<file path="src/rtl/load_pkg.sv">
// Shared field layout, opcode/tag/register constants and FSM encoding for the load unit.
package load_pkg;

  localparam int BUS_W   = 40;
  localparam int TAG_HI  = 39;
  localparam int TAG_LO  = 32;
  localparam int OP_HI   = 31;
  localparam int OP_LO   = 24;
  localparam int ADDR_HI = 23;
  localparam int ADDR_LO = 8;
  localparam int DST_HI  = 7;
  localparam int DST_LO  = 0;

  localparam logic [7:0] OP_LOAD  = 8'h01;
  localparam logic [7:0] OP_STORE = 8'h02;
  localparam logic [7:0] OP_ADD   = 8'h03;
  localparam logic [7:0] OP_MULTI = 8'h04;

  localparam logic [7:0] TAG_LD0 = 8'h40;
  localparam logic [7:0] TAG_LD1 = 8'h41;
  localparam logic [7:0] TAG_ST0 = 8'h50;
  localparam logic [7:0] TAG_ST1 = 8'h51;
  localparam logic [7:0] TAG_A0  = 8'h20;
  localparam logic [7:0] TAG_A1  = 8'h21;
  localparam logic [7:0] TAG_A2  = 8'h22;
  localparam logic [7:0] TAG_M0  = 8'h30;
  localparam logic [7:0] TAG_M1  = 8'h31;

  localparam logic [7:0] REG_R0 = 8'h10;
  localparam logic [7:0] REG_R1 = 8'h11;
  localparam logic [7:0] REG_R2 = 8'h12;
  localparam logic [7:0] REG_R3 = 8'h13;

  typedef enum logic [1:0] {
    ST_IDLE = 2'd0,
    ST_REQ  = 2'd1,
    ST_WAIT = 2'd2,
    ST_OUT  = 2'd3
  } ld_state_e;

endpackage

</file>
<file path="src/rtl/ld_queue.sv">
// In-order FIFO: up to NUM_BUS pushes (lowest index first) and one pop per cycle.
// free reports space after this cycle's update, so a pop makes room for a same-cycle push.
module ld_queue #(
  parameter int DEPTH   = 4,
  parameter int NUM_BUS = 2,
  parameter int W       = 24
) (
  input  logic                          clk,
  input  logic                          rst_n,
  input  logic [NUM_BUS-1:0]            push,
  input  logic [NUM_BUS-1:0][W-1:0]     push_dat,
  input  logic                          pop,
  output logic [NUM_BUS-1:0]            accept,
  output logic [W-1:0]                  head_dat,
  output logic [$clog2(DEPTH+1)-1:0]    count,
  output logic [$clog2(DEPTH+1)-1:0]    free
);

  localparam int PW = $clog2(DEPTH);
  localparam int CW = $clog2(DEPTH+1);

  logic [W-1:0]  mem [DEPTH];
  logic [PW-1:0] wr_ptr, rd_ptr;
  logic [PW-1:0] slot [NUM_BUS];
  logic [CW-1:0] avail, n_push, count_nxt;
  logic          pop_ok;

  always_comb begin
    pop_ok = pop && (count != '0);
    avail  = CW'(DEPTH) - count + CW'(pop_ok);
    n_push = '0;
    accept = '0;
    for (int i = 0; i < NUM_BUS; i++) begin
      slot[i] = '0;
      if (push[i] && (n_push < avail)) begin
        accept[i] = 1'b1;
        slot[i]   = wr_ptr + PW'(n_push);
        n_push    = n_push + 1'b1;
      end
    end
    count_nxt = count + n_push - CW'(pop_ok);
    free      = CW'(DEPTH) - count_nxt;
  end

  assign head_dat = mem[rd_ptr];

  always_ff @(posedge clk or negedge rst_n) begin
    if (!rst_n) begin
      wr_ptr <= '0;
      rd_ptr <= '0;
      count  <= '0;
    end else begin
      wr_ptr <= wr_ptr + PW'(n_push);
      rd_ptr <= rd_ptr + PW'(pop_ok);
      count  <= count_nxt;
    end
  end

  // Storage needs no reset; occupancy is tracked by the pointers alone.
  always_ff @(posedge clk) begin
    for (int i = 0; i < NUM_BUS; i++) begin
      if (accept[i]) mem[slot[i]] <= push_dat[i];
    end
  end

endmodule

</file>
<file path="src/rtl/load_unit_mp.sv">
// Snoops NUM_BUS instruction buses, queues claimed loads and serves them one at a time.
// Request appears 2 cycles after capture; writeback stalls the queue head until loadout_ready.
module load_unit_mp
  import load_pkg::*;
#(
  parameter int         NUM_BUS  = 2,
  parameter int         DEPTH    = 4,
  parameter int         NUM_TAGS = 2,
  parameter logic [7:0] TAG_BASE = TAG_LD0,
  parameter logic [7:0] LOAD_OP  = OP_LOAD,
  parameter int         ADDR_W   = 16,
  parameter int         DATA_W   = 32
) (
  input  logic                    clk,
  input  logic                    rst_n,
  input  logic [NUM_BUS*40-1:0]   instbus,
  output logic                    ld_stall,
  output logic                    ld_overflow,
  output logic                    mem_req_valid,
  input  logic                    mem_req_ready,
  output logic [ADDR_W-1:0]       mem_req_addr,
  input  logic                    mem_rsp_valid,
  input  logic [DATA_W-1:0]       mem_rsp_data,
  output logic                    loadout_valid,
  input  logic                    loadout_ready,
  output logic [8+DATA_W-1:0]     loadout
);

  localparam int EW = 8 + ADDR_W;
  localparam int CW = $clog2(DEPTH+1);

  ld_state_e                     state, state_nxt;
  logic [NUM_BUS-1:0]            hit, accept;
  logic [NUM_BUS-1:0][EW-1:0]    ent;
  logic [EW-1:0]                 head;
  logic [CW-1:0]                 count, free;
  logic [DATA_W-1:0]             rsp_q;
  logic                          pop;

  always_comb begin
    for (int i = 0; i < NUM_BUS; i++) begin
      logic [8:0] tag9;
      tag9   = {1'b0, instbus[BUS_W*i + TAG_LO +: 8]};
      hit[i] = (tag9 >= {1'b0, TAG_BASE}) &&
               (tag9 < ({1'b0, TAG_BASE} + 9'(NUM_TAGS))) &&
               (instbus[BUS_W*i + OP_LO +: 8] == LOAD_OP);
      ent[i] = {instbus[BUS_W*i + DST_LO +: 8], instbus[BUS_W*i + ADDR_LO +: ADDR_W]};
    end
  end

  assign pop = (state == ST_OUT) && loadout_ready;

  ld_queue #(
    .DEPTH   (DEPTH),
    .NUM_BUS (NUM_BUS),
    .W       (EW)
  ) u_queue (
    .clk      (clk),
    .rst_n    (rst_n),
    .push     (hit),
    .push_dat (ent),
    .pop      (pop),
    .accept   (accept),
    .head_dat (head),
    .count    (count),
    .free     (free)
  );

  always_comb begin
    state_nxt = state;
    case (state)
      ST_IDLE: if (count != '0) state_nxt = ST_REQ;
      ST_REQ:  if (mem_req_ready) state_nxt = ST_WAIT;
      ST_WAIT: if (mem_rsp_valid) state_nxt = ST_OUT;
      ST_OUT:  if (loadout_ready) state_nxt = (free != CW'(DEPTH)) ? ST_REQ : ST_IDLE;
      default: state_nxt = ST_IDLE;
    endcase
  end

  always_ff @(posedge clk or negedge rst_n) begin
    if (!rst_n) begin
      state       <= ST_IDLE;
      rsp_q       <= '0;
      ld_stall    <= 1'b0;
      ld_overflow <= 1'b0;
    end else begin
      state       <= state_nxt;
      ld_stall    <= free < CW'(NUM_BUS);
      ld_overflow <= ld_overflow | (|(hit & ~accept));
      if ((state == ST_WAIT) && mem_rsp_valid) rsp_q <= mem_rsp_data;
    end
  end

  // Head entry is stable until popped, so gating by state keeps outputs steady and zero at reset.
  assign mem_req_valid = (state == ST_REQ);
  assign mem_req_addr  = (state == ST_REQ) ? head[ADDR_W-1:0] : '0;
  assign loadout_valid = (state == ST_OUT);
  assign loadout       = (state == ST_OUT) ? {head[EW-1 -: 8], rsp_q} : '0;

endmodule

</file>
<file path="config.mk">
export PLATFORM = sky130hd
export DESIGN_NAME = load_unit_mp
export DESIGN_NICKNAME = d
export VERILOG_FILES = /design/src/rtl/load_pkg.sv /design/src/rtl/ld_queue.sv /design/src/rtl/load_unit_mp.sv
export SDC_FILE = /design/constraint.sdc
export NUM_CORES = 1
export LEC_CHECK = 0
export BUFFER_PORTS_ARGS = -buffer_cell sky130_fd_sc_hd__buf_2
export CAP_MARGIN = 20
export CELL_PAD_IN_SITES_DETAIL_PLACEMENT = 0
export CELL_PAD_IN_SITES_GLOBAL_PLACEMENT = 1
export CORE_ASPECT_RATIO = 0.7
export CORE_MARGIN = 2
export CORE_UTILIZATION = 48
export CTS_CLUSTER_DIAMETER = 100
export DETAILED_ROUTE_END_ITERATION = 16
export GPL_ROUTABILITY_DRIVEN = 0
export GPL_TIMING_DRIVEN = 0
export PLACE_DENSITY = 0.94
export SYNTH_ARGS = -nofsm -noshare
export SYNTH_HDL_FRONTEND = slang
export SYNTH_SLANG_ARGS = --single-unit
</file>
<file path="constraint.sdc">
create_clock -name clk -period 11.1 [get_ports clk]
set_clock_uncertainty 0.05 [all_clocks]
set_input_delay 1.11 -clock clk [delete_from_list [all_inputs] [get_ports clk]]
set_output_delay 1.11 -clock clk [all_outputs]
set_load 0.02 [all_outputs]
</file>
After elaboration in Yosys (flattened, before gate mapping)
Memory sizes are Yosys's and may differ from the RTL's.
Cells that the tools add are included.
{ "classes": {"reduce_logical": 13, "mux": 18, "n_bitwise": 3, "add_sub_neg": 9, "n_eq_ne": 10, "order_cmp": 7} }
{ "op_table": {"columns": ["cell", "n"], "rows": [
  ["40-bit two-way mux", 1],
  ["8-bit by 1-bit == test with 1-bit output, second input constant", 2],
  ["8-bit by 7-bit greater-or-equal comparator with 1-bit output, second input constant", 2],
  ["8-bit by 7-bit < comparator with 1-bit output, second input constant", 2],
  ["16-bit two-way mux", 1],
  ["2-bit two-way mux", 6],
  ["1-bit logical AND", 9],
  ["1-bit two-way mux", 8],
  ["2-bit one-hot mux with 4 select lines", 1],
  ["3-bit subtractor, first input constant", 2],
  ["2-bit by 1-bit adder with 2-bit output", 2],
  ["2-bit == test, second input constant", 2],
  ["2-bit by 1-bit inequality test with 1-bit output, second input constant", 2],
  ["2-bit inequality test, second input constant", 2],
  ["4-bit AND reduction", 1],
  ["3-bit by 1-bit adder with 3-bit output", 1],
  ["3-bit adder", 1],
  ["1-bit by 3-bit < comparator with 1-bit output", 1],
  ["1-bit by 3-bit < comparator with 1-bit output, first input constant", 1],
  ["3-bit by 2-bit < comparator with 1-bit output, second input constant", 1],
  ["3-bit two-way mux", 1],
  ["3-bit inequality test, second input constant", 1],
  ["3-bit nonzero test", 1],
  ["3-bit by 1-bit subtractor with 3-bit output", 1],
  ["8 further kinds", 8]
]} }
{ "word_totals": {"ff_bits": 43, "mem_count": 1, "ram_bits": 96, "out_inout_bits": 60, "word_cells": 68} }
{ "mem_list": {"columns": ["name", "depth", "word_bits", "rd", "rd_ports_with_merged_regs", "write_ports", "line", "source"], "rows": [
  ["u_queue.mem", 4, 24, 1, 0, 2, "ld_queue.sv:22", "logic [W-1:0] mem [DEPTH];"]
]} }

Logic depth before layout (Yosys ltp)
{ "depth": {"depth_word": 17, "mapped_depth": 19, "depth_no_buf": 18} }

By module
A second synthesis with hierarchy kept.
{ "hier_totals": {"cells_unflattened": 458, "area_unflattened_um2": 7348.3} }
{ "modules_own_cells": {"columns": ["mod", "seq_area_each_um2", "instances", "cells_per_inst", "area_per_inst_um2"], "rows": [
  ["ld_queue", 3057.9, 1, 291, 5422.7],
  ["load_unit_mp", 900.9, 1, 167, 1925.6]
]} }

Worst setup path before layout
Ideal clock, no wire load.
{ "synth_path": {"path_kind": "in2reg", "from": "input loadout_ready", "to": "memory u_queue.mem[0][0] (enable)", "setup_slack_ps": 5800, "path_stages": 11, "setup_time_ps": 438, "arrival_ps": 4811, "t_required_ps": 10612, "path_buffers": 1, "path_cell_list": "nand3_1 ha_1 inv_1 ha_1 or4_1 buf_2 nand2b_1 inv_1 ha_1 or2_2 o21ai_0"} }
{ "synth_rtl": {"columns": ["item", "line", "source"], "rows": [
  ["from (decl)", "load_unit_mp.sv:25", "input logic loadout_ready,"],
  ["to (decl)", "ld_queue.sv:22", null]
]} }

==> summary.md <==
| Metric | Value |
|---|---|
| Final min period | 4.515 ns |
| Int Pwr | 1.342 mW |
| R2r worst-path depth | 14 |
| Class of the worst hold path | reg2reg |
| Routed wire length | 16400 um |
| CTS max path bufs | 2 |
| Post-synthesis sequential area ratio | 54.01% |
| Die Footprint | 16290 sq um |
| Fin worst setup slack | 6.585 ns |
| Pre-CTS WS | 6.221 ns |
| CTS tree | built |
| DR WL/cell | 18.90 um |
| CTS Root Cell | clkbuf_16 |
| Crit Path Class | reg2reg |
| Crit path launch type | flop |
| Commonest non-fill, non-tap cell in the layout | buf_2 |
| Worst path arrival time | 4.63 ns |
| Drt drc | 0 |
| Crit-path cells | ha_1 > nand3_1 > ha_1 > inv_1 > ha_1 > or4_1 > buf_2 > nand2b_1 > inv_1 > ha_1 > o2111ai_1 > nor2_2 > buf_2 > mux2_2 |
| Syn Nets | 598 |
| Rel. slew slack | 36.34% |
| I/O Pins | 177 |
| Utilization after layout | 61.86% |
| CP dominant cell by count | ha_1 |
| CP endpoint kind | flop |
| Via Count | 4633 |
| First-pass GRT wire length | 24820 um |
| Initial antenna violation count | 1 |
| Worst-Margin Slew | 0.9512 ns |
| Largest net degree at the start of global routing | 44 |
| Total Routing Usage GR | 20.70% |
| R2r endpoint | u_queue.mem[1][2]$_DFFE_PP_ |
| Switching power share of the total | 31.54% |
| Drt first-iter violations | 309 |
| Hold path start | ld_overflow$_DFF_PN0_ |
| R2R Path Start | state[0]$_DFFE_PN0P_ |
| Port bufs | 174 |
| Worst-Skew Late Latency | 0.41 ns |
| Total Power | 1.960 mW |
| Max incr delay on CP | 0.52 ns |
| Antenna violation net count after detailed routing | 0 |
| Net Switching | 618.0 uW |
| Reg clk slew, reported paths | 0.06 ns |
| Core area | 14810 sq um |
| Worst vdd ir | 0.09631 mV |
| Final setup fails | 0 |
| Most frequent cells in the layout | 181 x buf_2, 96 x edfxtp_1, 80 x mux2_2, 56 x and2_1, 43 x dfrtp_1 |
| #FFs+latches synth | 139 |
| CTS Buf Count | 17 |
| Pre-Repair DR Iteration Count | 5 |
| Die H | 107.4 um |
| Final TNS setup | 0 ns |
| FILL cells | 1106 |
| CP max FO | 10 |
| Family with the most delay on the worst path | simple AND/OR/NAND/NOR gates |
| Clock Sink Count | 139 |
| Worst path required time | 11.21 ns |
| Clock power frac | 30.7% |
| Number of library cell types mapped by synthesis | 45 |
| Number of H-tree levels | 4 |
| Mapped Area | 7330 sq um |
| Horiz. Die Dim | 151.7 um |
| Total gr overflow | 0 |
| Final period util | 40.67% |
| Register-to-register setup slack | 6.59 ns |
| Critical Path End | u_queue.mem[1][2]$_DFFE_PP_ |
| Seq pwr share | 34.2% |
| Final Hold Fails | 0 |
| Starting Density | 49.48% |
| Combinational Power Share | 35.1% |
| Most used DFF post-synth | edfxtp_1 |
| Post-synth EDFFs | 96 |
| MaxCap Viol Count | 0 |
| Async set-reset flop share out of synthesis | 30.94% |
| Row count | 37 |
| Post-cts sizing count | 0 |
| Layout cells sized above 1 | 55.44% |
| Final HPWL DP | 11750 um |
| Cell leakage power | 3.962 nW |
| FMAX | 221.5 MHz |
| Pins Over Slew Limit | 0 |
| Cts hold-fix bufs | 0 |
| CP Depth | 14 |
| Worst Setup SP | state[0]$_DFFE_PN0P_ |
| CP max-delay cell | or4_1 |
| Synth Warn # | 0 |
| RSZ-0062 raised after global routing | no |
| Area delta synth->final | 25.03% |
| Cell area power density | 213.9 nW/um^2 |
| Vias per cell | 5.338 |
| Outcome | completed |
| Syn Area/Cell | 15.80 sq um |
| CP Buf/Inv Count | 4 |
| Cells after synthesis | 464 |
| # nets final | 793 |
| Post-CTS Setup Bufs | 0 |
| Vias in the first global route | 4811 |
final cells by class:
cell class              count  area (sq um)  share of cell area (%)
inverters                  13         48.80                  0.5325
clock buffers              18         429.2                   4.683
plain buffers              26         166.4                   1.816
flip-flops and latches    139          3959                   43.20
well taps                 195         244.0                   2.662
diodes                      2         5.005                 0.05461
clock inverters            13         200.2                   2.185
multi-input cells         286          3193                   34.84
repair buffers            176         918.4                   10.02
power by group through the flow:
stage               sequential (mW)  clock, mW  combinational [mW]
finish                        0.670      0.601               0.688
global route                  0.679      0.632               0.752
CTS                           0.670      0.610               0.698
detailed placement            0.680          0               0.696
global placement              0.672          0               0.675
floorplan                     0.668          0               0.492
state kept, by name, summed over array words and instances (netlist names):
register and cells:
state 2, u_queue.rd_ptr 2, rsp_q 32, u_queue.mem 96
u_queue.wr_ptr 2, ld_overflow 1, u_queue.count 3, ld_stall 1
logic make-up after synthesis:
family / count (synthesis) / synth area share [%]
compound gates: 14 / 1.400
xor+xnor: 7 / 1.024
mux: 152 / 29.09
flops: 139 / 54.01
fa+ha+maj: 18 / 3.141
buf+inv: 39 / 2.936
simple gates: 95 / 8.399
how the worst min path moves through the flow:
stage / to / slack [ns] / cells past startpoint
finish: ld_overflow$_DFF_PN0_ / 0.44 / 1
global route: rsp_q[23]$_DFFE_PN0P_ / 0.46 / 1
CTS: ld_overflow$_DFF_PN0_ / 0.44 / 1
detailed placement: ld_overflow$_DFF_PN0_ / 0.43 / 1
global placement: ld_overflow$_DFF_PN0_ / 0.42 / 1
floorplan: rsp_q[21]$_DFFE_PN0P_ / 0.42 / 1
per-layer routing:
metal | wire length [um] | share of wire [%] | global-route usage (%)
met1 | 6677 | 41 | 26.52
met2 | 8416 | 51 | 35.07
met3 | 1181 | 7.2 | 5.466
met4 | 129 | 0.79 | 5.357
met5 | 0 | 0 | 0
metrics by stage:
stage | hold slack [ns] | cells | instance area, sq um
floorplan | 0.4212 | 464 | 7330
global placement | 0.4150 | 833 | 8444
detailed placement | 0.4270 | 834 | 8509
CTS | 0.4419 | 865 | 9139
global route | 0.4570 | 866 | 9159
finish | 0.4389 | 868 | 9164
Yosys cell counts, drive strengths merged (2+ instances only):
cell type	count	area, sq um
buf	17	132.6
a21oi	2	10.01
nor3	3	15.01
and2	56	350.3
xnor2	3	26.28
clkbuf	9	33.78
xor2	3	26.28
mux4	24	540.5
or3	4	25.02
o21ai	7	35.03
edfxtp	96	2883
nand2b	2	12.51
nor2b	5	31.28
nand2	6	22.52
mux2	128	1592
nor4	2	18.77
ha	16	200.2
nor2	4	20.02
nand4	2	12.51
nor4b	4	56.30
dfrtp	43	1076
nand3	2	10.01
inv	13	48.80
Power figures use the tool's default switching activity.
